===== src/rtl/pixel_brightness_booster_pkg.sv =====
// Shared RGB444 types for the brightness booster and darkening shifter.
// Holds channel/pixel widths, level type and stage bundle.
package pixel_brightness_booster_pkg;

  localparam int CH_W  = 4;
  localparam int PIX_W = 3 * CH_W;

  typedef logic [1:0]       level_t;
  typedef logic [CH_W-1:0]  chan_t;
  typedef logic [PIX_W-1:0] pix_t;

  typedef enum logic {
    SYNCED,
    PENDING
  } upd_state_t;

  typedef struct packed {
    pix_t   pix;
    logic   vld;
    logic   fs;
    level_t lvl;
  } stage_t;

endpackage


===== src/rtl/pixel_brightness_booster_if.sv =====
// Pixel stream and gain-control bundle for the brightness booster.
// master drives pixels/buttons, slave is the booster.
interface pixel_brightness_booster_if;
  import pixel_brightness_booster_pkg::*;

  pix_t   pixelIn;
  logic   pixelInValid;
  logic   frameStart;
  logic   levelUp;
  logic   levelDown;
  pix_t   pixelOut;
  logic   pixelOutValid;
  logic   frameStartOut;
  level_t gainLevel;
  logic   levelPending;

  modport master (
    output pixelIn, pixelInValid, frameStart,
    output levelUp, levelDown,
    input  pixelOut, pixelOutValid, frameStartOut,
    input  gainLevel, levelPending
  );

  modport slave (
    input  pixelIn, pixelInValid, frameStart,
    input  levelUp, levelDown,
    output pixelOut, pixelOutValid, frameStartOut,
    output gainLevel, levelPending
  );

endinterface


===== src/rtl/pixel_brightness_booster_channel_sat_shift.sv =====
// One colour channel left-shifted by the gain level.
// Any bit shifted out saturates the channel to full scale.
module channel_sat_shift
  import pixel_brightness_booster_pkg::*;
(
  input  chan_t  val_i,
  input  level_t lvl_i,
  output chan_t  res_o
);

  logic [CH_W+2:0] wide;

  assign wide  = {3'b000, val_i} << lvl_i;
  assign res_o = (|wide[CH_W+2:CH_W]) ? '1 : wide[CH_W-1:0];

endmodule


===== src/rtl/pixel_brightness_booster.sv =====
// Two-stage RGB444 brightness booster with button-driven gain
// that only takes effect on frame boundaries.
module pixel_brightness_booster
  import pixel_brightness_booster_pkg::*;
#(
  parameter int MAX_LEVEL = 3
) (
  input logic clk,
  input logic rstN,
  pixel_brightness_booster_if.slave px
);

  localparam level_t MAX_L = level_t'(MAX_LEVEL);

  logic       upPrev_q, dnPrev_q;
  logic       upArm_q, dnArm_q;
  logic       upEdge, dnEdge;
  level_t     pend_q, pend_d;
  level_t     act_q, act_d;
  upd_state_t state_q, state_d;
  stage_t     s1_q, s1_d;
  stage_t     s2_q, s2_d;
  pix_t       boost;

  // Arm flags keep a button held through reset from counting as a press
  assign upEdge = px.levelUp & ~upPrev_q & upArm_q;
  assign dnEdge = px.levelDown & ~dnPrev_q & dnArm_q;

  always_comb begin
    pend_d = pend_q;
    unique case ({upEdge, dnEdge})
      2'b10: if (pend_q != MAX_L) pend_d = pend_q + 2'd1;
      2'b01: if (pend_q != 2'd0) pend_d = pend_q - 2'd1;
      default: ;
    endcase
  end

  assign act_d = px.frameStart ? pend_q : act_q;

  always_comb begin
    state_d = state_q;
    unique case (state_q)
      SYNCED:  if (pend_d != act_d) state_d = PENDING;
      PENDING: if (pend_d == act_d) state_d = SYNCED;
      default: state_d = SYNCED;
    endcase
  end

  always_comb begin
    s1_d     = '0;
    s1_d.pix = px.pixelIn;
    s1_d.vld = px.pixelInValid;
    s1_d.fs  = px.frameStart;
    s1_d.lvl = act_d;
  end

  for (genvar c = 0; c < 3; c++) begin : g_ch
    channel_sat_shift u_sh (
      .val_i (s1_q.pix[c*CH_W +: CH_W]),
      .lvl_i (s1_q.lvl),
      .res_o (boost[c*CH_W +: CH_W])
    );
  end

  always_comb begin
    s2_d     = s1_q;
    s2_d.pix = boost;
  end

  always_ff @(posedge clk) begin
    if (!rstN) begin
      upPrev_q <= 1'b0;
      dnPrev_q <= 1'b0;
      upArm_q  <= 1'b0;
      dnArm_q  <= 1'b0;
      pend_q   <= '0;
      act_q    <= '0;
      state_q  <= SYNCED;
      s1_q     <= '0;
      s2_q     <= '0;
    end else begin
      upPrev_q <= px.levelUp;
      dnPrev_q <= px.levelDown;
      upArm_q  <= upArm_q | ~px.levelUp;
      dnArm_q  <= dnArm_q | ~px.levelDown;
      pend_q   <= pend_d;
      act_q    <= act_d;
      state_q  <= state_d;
      s1_q     <= s1_d;
      s2_q     <= s2_d;
    end
  end

  assign px.pixelOut      = s2_q.pix;
  assign px.pixelOutValid = s2_q.vld;
  assign px.frameStartOut = s2_q.fs;
  assign px.gainLevel     = s2_q.lvl;
  assign px.levelPending  = (state_q == PENDING);

endmodule


===== src/flat_wrapper.sv =====
// flat-port wrapper written by rule: the top's interface ports become plain ports
module pixel_brightness_booster_flat import pixel_brightness_booster_pkg::*;
#(
  parameter int MAX_LEVEL = 3
)
  (clk, rstN, px_pixelIn, px_pixelInValid, px_frameStart, px_levelUp, px_levelDown, px_pixelOut, px_pixelOutValid, px_frameStartOut, px_gainLevel, px_levelPending);
  pixel_brightness_booster_if px_i ();
  input logic clk;
  input logic rstN;
  input wire logic [$bits(px_i.pixelIn)-1:0] px_pixelIn;
  input wire logic [$bits(px_i.pixelInValid)-1:0] px_pixelInValid;
  input wire logic [$bits(px_i.frameStart)-1:0] px_frameStart;
  input wire logic [$bits(px_i.levelUp)-1:0] px_levelUp;
  input wire logic [$bits(px_i.levelDown)-1:0] px_levelDown;
  output wire logic [$bits(px_i.pixelOut)-1:0] px_pixelOut;
  output wire logic [$bits(px_i.pixelOutValid)-1:0] px_pixelOutValid;
  output wire logic [$bits(px_i.frameStartOut)-1:0] px_frameStartOut;
  output wire logic [$bits(px_i.gainLevel)-1:0] px_gainLevel;
  output wire logic [$bits(px_i.levelPending)-1:0] px_levelPending;
  assign px_i.pixelIn = px_pixelIn;
  assign px_i.pixelInValid = px_pixelInValid;
  assign px_i.frameStart = px_frameStart;
  assign px_i.levelUp = px_levelUp;
  assign px_i.levelDown = px_levelDown;
  assign px_pixelOut = px_i.pixelOut;
  assign px_pixelOutValid = px_i.pixelOutValid;
  assign px_frameStartOut = px_i.frameStartOut;
  assign px_gainLevel = px_i.gainLevel;
  assign px_levelPending = px_i.levelPending;
  pixel_brightness_booster #(.MAX_LEVEL(MAX_LEVEL)) u_core (.clk(clk), .rstN(rstN), .px(px_i));
endmodule

===== config.mk =====
export PLATFORM = sky130hd
export DESIGN_NAME = pixel_brightness_booster_flat
export DESIGN_NICKNAME = d
export VERILOG_FILES = /design/src/rtl/pixel_brightness_booster_pkg.sv /design/src/rtl/pixel_brightness_booster_if.sv /design/src/rtl/pixel_brightness_booster_channel_sat_shift.sv /design/src/rtl/pixel_brightness_booster.sv /design/src/flat_wrapper.sv
export SDC_FILE = /design/constraint.sdc
export NUM_CORES = 1
export LEC_CHECK = 0
export CORE_MARGIN = 3
export CORE_UTILIZATION = 48
export DETAILED_ROUTE_END_ITERATION = 8
export PLACE_DENSITY_LB_ADDON = 0.2
export SYNTH_ARGS = -nofsm -noshare
export SYNTH_HDL_FRONTEND = slang
export SYNTH_SLANG_ARGS = --single-unit

===== constraint.sdc =====
create_clock -name clk -period 2 [get_ports clk]
set_input_delay 0.3 -clock clk [delete_from_list [all_inputs] [get_ports clk]]
set_output_delay 0.3 -clock clk [all_outputs]
set_load 0.005 [all_outputs]

* Word level (Yosys, flattened, before mapping)
Cells that the tools add are included.
** Operators by class
- Multiply operators :: 0
- Div/mod/pow operators :: 0
- Reduce and logical (&&, ||, !) cells :: 4
- Equal/unequal tests :: 5
- Shifts and indexed selects :: 3
- $add $sub $neg :: 2
- Bitwise logic cells :: 11
- Mux-type cells :: 10
- Magnitude comparators :: 0
** Operators by type and width (count)
- 4-bit by 2-bit << shifter with 7-bit output :: 3
- 4-bit 2-to-1 mux :: 3
- 3-bit OR reduction :: 3
- 2-bit 2-to-1 mux :: 3
- 1-bit NOT :: 5
- 1-bit AND :: 4
- 2-bit one-hot mux with 2 select lines :: 1
- 2-bit by 1-bit adder with 2-bit output, second input constant :: 1
- 2-bit by 1-bit == test with 1-bit output, second input constant :: 1
- 2-bit == test :: 1
- 2-bit == test, second input constant :: 1
- 1-bit 2-to-1 mux :: 2
- 2-bit != test :: 1
- 2-bit != test, second input constant :: 1
- 1-bit OR :: 2
- 1-bit one-hot mux with 2 select lines :: 1
- 2-bit nonzero test :: 1
- 2-bit by 1-bit subtractor with 2-bit output, second input constant :: 1
** Word-level totals
- Input bits :: 18
- Bits in latches :: 0
- Memories kept :: 0
- Bits in read-only memories :: 0
- Output and inout port bits :: 17
- Register bits after elaboration :: 39
- Logic and storage cells :: 49
- RAM bits :: 0

* Logic depth before layout (Yosys ltp)
- Depth in word-level cells :: 8
- Depth in mapped cells :: 8

* Hierarchy
A second synthesis with hierarchy kept.
** Second synthesis, totals
- Cell total of the unflattened synthesis :: 158
- Area total of the unflattened synthesis :: 1559.0 um^2
** By module, submodules not included
- pixel_brightness_booster :: seq. area each 780.7 um^2, cells each 107, area an instance 1198.6 um^2, instances 1
- channel_sat_shift :: seq. area each 0.0 um^2, cells each 17, area an instance 120.1 um^2, instances 3

* Least setup slack after synthesis
No wires, ideal clock.
- Kind :: register to register
- From :: reg u_core.upArm_q
- To :: reg u_core.state_q, in the netlist u_core.px.levelPending
- Path buffers :: 0
- Setup slack :: 0.229 ns
- Cell stages (with the launch flop) :: 8
- Data arrival time :: 1.647 ns
- Setup time :: 0.124 ns
- Clock period less this slack :: 1.771 ns
- Data required time :: 1.876 ns
- Cells stage by stage :: dfxtp_1 > nand2_1 > or2_2 > ha_1 > a21o_1 > a22oi_2 > nor2_1 > a2111o_1
** On the way
- Longest elaborated chain between the ends :: 6
- Elaborated cells on any way between the ends :: 9
** RTL lines
- start: declaration :: line pixel_brightness_booster.sv:16 : logic upArm_q, dnArm_q;
- start signal: assignment :: line pixel_brightness_booster.sv:84 : upArm_q <= upArm_q | ~px.levelUp;
- 1-bit AND (*) :: line pixel_brightness_booster.sv:26 : assign upEdge = px.levelUp & ~upPrev_q & upArm_q;
- 2-bit by 1-bit == test with 1-bit output / 2-bit == test (equally long branches) :: line pixel_brightness_booster.sv:31 : unique case ({upEdge, dnEdge})
- 2-bit one-hot mux with 2 select lines (*) :: line pixel_brightness_booster.sv:31
- 2-bit == test / 2-bit != test (equally long branches) :: line pixel_brightness_booster.sv:44, pixel_brightness_booster.sv:43
- 1-bit 2-to-1 mux (on tied branches) :: line pixel_brightness_booster.sv:44, pixel_brightness_booster.sv:43
- 1-bit one-hot mux with 2 select lines (*) :: line pixel_brightness_booster.sv:42 : unique case (state_q)
- end signal: assignment :: line pixel_brightness_booster.sv:88 : state_q <= state_d;
- end: declaration :: line pixel_brightness_booster.sv:20 : upd_state_t state_q, state_d;
Mark *: on every way between the ends. The rest lies on a longest branch, timed or not.
A chain may end at the register's enable or synchronous reset.

* Final worst setup path
- From :: in px_levelDown
- To :: reg u_core.state_q, in the netlist u_core.px.levelPending
** On the way
- Longest elaborated chain between the ends :: 7
- Elaborated cells on any way between the ends :: 10
** RTL lines
- start: declaration :: line flat_wrapper.sv:14 : input wire logic [$bits(px_i.levelDown)-1:0] px_levelDown;
- 1-bit AND (*) (2 in a row) :: line pixel_brightness_booster.sv:27 : assign dnEdge = px.levelDown & ~dnPrev_q & dnArm_q;
- 2-bit by 1-bit == test with 1-bit output / 2-bit == test (equally long branches) :: line pixel_brightness_booster.sv:31
- 2-bit one-hot mux with 2 select lines (*) :: line pixel_brightness_booster.sv:31
- 2-bit == test / 2-bit != test (equally long branches) :: line pixel_brightness_booster.sv:44, pixel_brightness_booster.sv:43
- 1-bit 2-to-1 mux (on tied branches) :: line pixel_brightness_booster.sv:44, pixel_brightness_booster.sv:43
- 1-bit one-hot mux with 2 select lines (*) :: line pixel_brightness_booster.sv:42
Marks and branches as above.

==> flow_summary_export.csv <==
group,metric,value,unit
yosys,avgSynthCellArea,9.24,um^2
sta,relSlewSlack,66.5,%
sta,fin_crit_sh,94.3,%
yosys,synth.cell_area,0.00145,mm^2
final_layout,final_cell_mix,"dfxtp_1, clkdlybuf4s50_1, and2_1, a21oi_1",
sta,hold_viol,0,
clocking,cts.sinks,39,
routing,drt-met1-wl,1190,um
routing,via_per_inst,5.25,
critical_path,path_buf_inv,2,
global_route,grt_pass1_vias,1117,
hold_path,hp-class,"in -> reg",
clocking,cts_root_buffer,"clkbuf_4",
sta,worstMarginPinSlew,0.502,ns
routing,route.detailed.drc,0,
routing,first_pass_iters,4,
critical_path,startpoint_type,"input pin",
yosys,syn_nets,177,
die,dieArea,0.00372,mm^2
global_route,antenna_found_initial,0,
critical_path,critPathSlowestCell,"clkdlybuf4s50_1",
critical_path,end_kind,"flip-flop",
die,core-area,0.00283,mm^2
routing,drtAntennaViolNets,0,
critical_path,rr_startpoint,"u_core.upArm_q$_SDFF_PN0_",
critical_path,worstPathCellList,"clkdlybuf4s50_1, nand2_1, nor2_4, inv_1, ha_1, a21o_1, a22oi_2, nor2_1, a2111o_1",
routing,wire_per_inst,12.2,um
clocking,numCtsBuffers,5,
yosys,synth-seq-area-share,53.8,%
yosys,ys_ff_latch,39,
critical_path,slowest_delay,0.47,ns
power,seqPwrFrac,62.2,%
sta,setup_viol,0,
die,num_rows,19,
die,io_pins,35,
sta,fmax,530,MHz
final_layout,final_common_cell,"dfxtp_1",
place,dp_hpwl,2030,um
final_layout,drive_gt1_share,8.63,%
sta,rsz0062_at_grt,"false",
critical_path,critPathMaxFanout,4,
power,powerDensity,700,mW/mm^2
hold_path,hold_start,"px_levelUp",
place,routabilityCongestion,0.754,
clocking,htreeDepth,2,
place,io_buffers,34,
yosys,syn_inst,157,
critical_path,required,2.23,ns
outcome,run_status,"complete, no violations",
sta,tns,0,ns
critical_path,critPathArrivalTime,2.12,ns
final_layout,nets,216,
sta,drv_slew,0,
power,power.share.combinational,10.5,%
global_route,grt_start_max_net_pins,21,
routing,met3_length,153,um
global_route,grt_usage,16.7,%
routing,top_layer,"met4",
yosys,synth.distinct_cells,28,
final_layout,final_cell_area,0.00191,mm^2
power,power_switching,299,uW
routing,routed_wl,2790,um
power,p_leak,0.830,nW
clocking,clk_latency,0.33,ns
sta,final.setup_skew,0.00927,ns
place,place_area,0.00183,mm^2
critical_path,path_delay_family,"compound AO/OA/AOI/OAI gates",
final_layout,diodes,0,
global_route,grt_first_pass_wirelength,4510,um
clocking,cts_tree,"built",
clocking,clkTransAtPathRegs,0.11,ns
power,swShare,22.4,%
die,fp.dieH,61.0,um
die,die_w,61.0,um
run,drv_cap,0,
critical_path,cp-startpoint,"px_levelDown",
die,initial_core_util,51.3,%
sta,fin_crit,1.89,ns
final_layout,fillers,262,
routing,route.vias.total,1197,
sta,finalWorstSetupSlack,0.113,ns
clocking,clock_path_buffers,2,
routing,drt_iter0_markers,73,
place,post-place-cells,220,
power,finalPower,1.33,mW
place,place_ws,-0.370,ns
power,pwr-share-clk,27.3,%
critical_path,crit_type,"in -> reg",
final_layout,syn_to_final_growth,31.4,%
power,power.internal,1.03,mW
final_layout,instances_no_fill,228,
routing,dr_wl_met2,1410,um
power,ir_worst_vdd,0.447,mV
yosys,ys_warn_count,0,
global_route,grt_overflow,0,
final_layout,regArea,781,um^2
final_layout,multi_input_area,633,um^2
cell type report:
type | instances | area share (%)
Tap cell | 31 | 2.04
Clock inverter | 1 | 0.263
Multi-Input combinational cell | 104 | 33.2
Timing Repair Buffer | 38 | 19.6
Inverter | 8 | 1.58
Clock buffer | 7 | 2.36
Sequential cell | 39 | 41.0
synth_stat cells, drive strengths merged:
| cell | n | area share, % |
|---|---|---|
| o31a | 1 | 0.60 |
| inv | 8 | 2.1 |
| clkbuf | 4 | 1.1 |
| nor2 | 13 | 3.4 |
| a2111o | 1 | 0.78 |
| buf | 2 | 0.69 |
| o211a | 3 | 2.1 |
| and3 | 1 | 0.43 |
| a21o | 2 | 1.0 |
| and2b | 2 | 1.1 |
| dfxtp | 39 | 54 |
| a21boi | 3 | 1.6 |
| ha | 2 | 1.7 |
| and2 | 23 | 10 |
| nand2b | 1 | 0.43 |
| a21oi | 19 | 6.6 |
| a22oi | 1 | 0.86 |
| o21ai | 13 | 4.5 |
| nor2b | 2 | 0.86 |
| nand2 | 10 | 2.6 |
| or2 | 2 | 0.86 |
| o211ai | 2 | 1.0 |
| mux2i | 2 | 1.4 |
| o21a | 1 | 0.52 |
worst reg2reg max path: stages, from the launching register on:
cell and delay [ns]:
dfxtp_1 0.35, nand2_1 0.05, or2_2 0.30, ha_4 0.17, and2_2 0.18, o21ai_1 0.22
a21oi_1 0.11, a2111o_1 0.35
registers in the layout, indices dropped and copies added, names as in the netlist:
register                 cells
u_core.act_q                 2
u_core.dnPrev_q              1
u_core.px.pixelOut          12
u_core.dnArm_q               1
u_core.px.frameStartOut      1
u_core.upArm_q               1
u_core.px.pixelOutValid      1
u_core.upPrev_q              1
u_core.s1_q                 14
u_core.px.gainLevel          2
u_core.pend_q                2
u_core.px.levelPending       1
path summary, 6_finish.rpt:
| kind | to | slack (ns) | depth (start not counted) |
|---|---|---|---|
| max reg2reg | u_core.px.levelPending$_SDFF_PN0_ | 0.17 | 7 |
| min | u_core.upArm_q$_SDFF_PN0_ | 0.31 | 3 |
| max | u_core.px.levelPending$_SDFF_PN0_ | 0.11 | 9 |
| min reg2reg | u_core.px.frameStartOut$_SDFF_PN0_ | 0.45 | 1 |
cells by family (layout without fill, tap and decap cells):
group                    count (synthesis)  in the layout  synth area share, %
AND/OR/NAND/NOR                         54             54                 19.7
AO/OA/AOI/OAI                           46             46                 19.5
flip-flops                              39             39                 53.8
buffers and inverters                   14             54                 3.88
adder cells (fa/ha/maj)                  2              2                 1.73
multiplexers                             2              2                 1.38
metal layers:
layer / vias up / GRT usage [%]
li1: 595 / -
met1: 561 / 18.2
met2: 34 / 29.0
met3: 7 / 5.74
met4: 0 / 7.43
met5: - / 0
power by group through the flow:
stage	Combinational (mW)	Sequential, mW	Clock [mW]
2_1_floorplan	0.0608	0.844	0
3_3_place_gp	0.131	0.845	0
3_5_place_dp	0.136	0.847	0
4_1_cts	0.140	0.829	0.376
5_1_grt	0.156	0.834	0.413
6_report	0.140	0.830	0.364
repair_timing:
action / in CTS / in global routing
gates resized for setup: 2 / 2
hold buffers: 0 / 0
buffers inserted: 0 / 0
setup endpoints to repair: 1 / 1
pin swaps: 1 / 1
stage by stage:
step                hold slack [ns]  utilization (%)
global placement              0.415             64.8
finish                        0.314             67.4
global route                  0.329             67.4
CTS                           0.448             67.1
detailed placement            0.423             64.8
floorplan                     0.409                -
(Power assumes the default switching activity.)
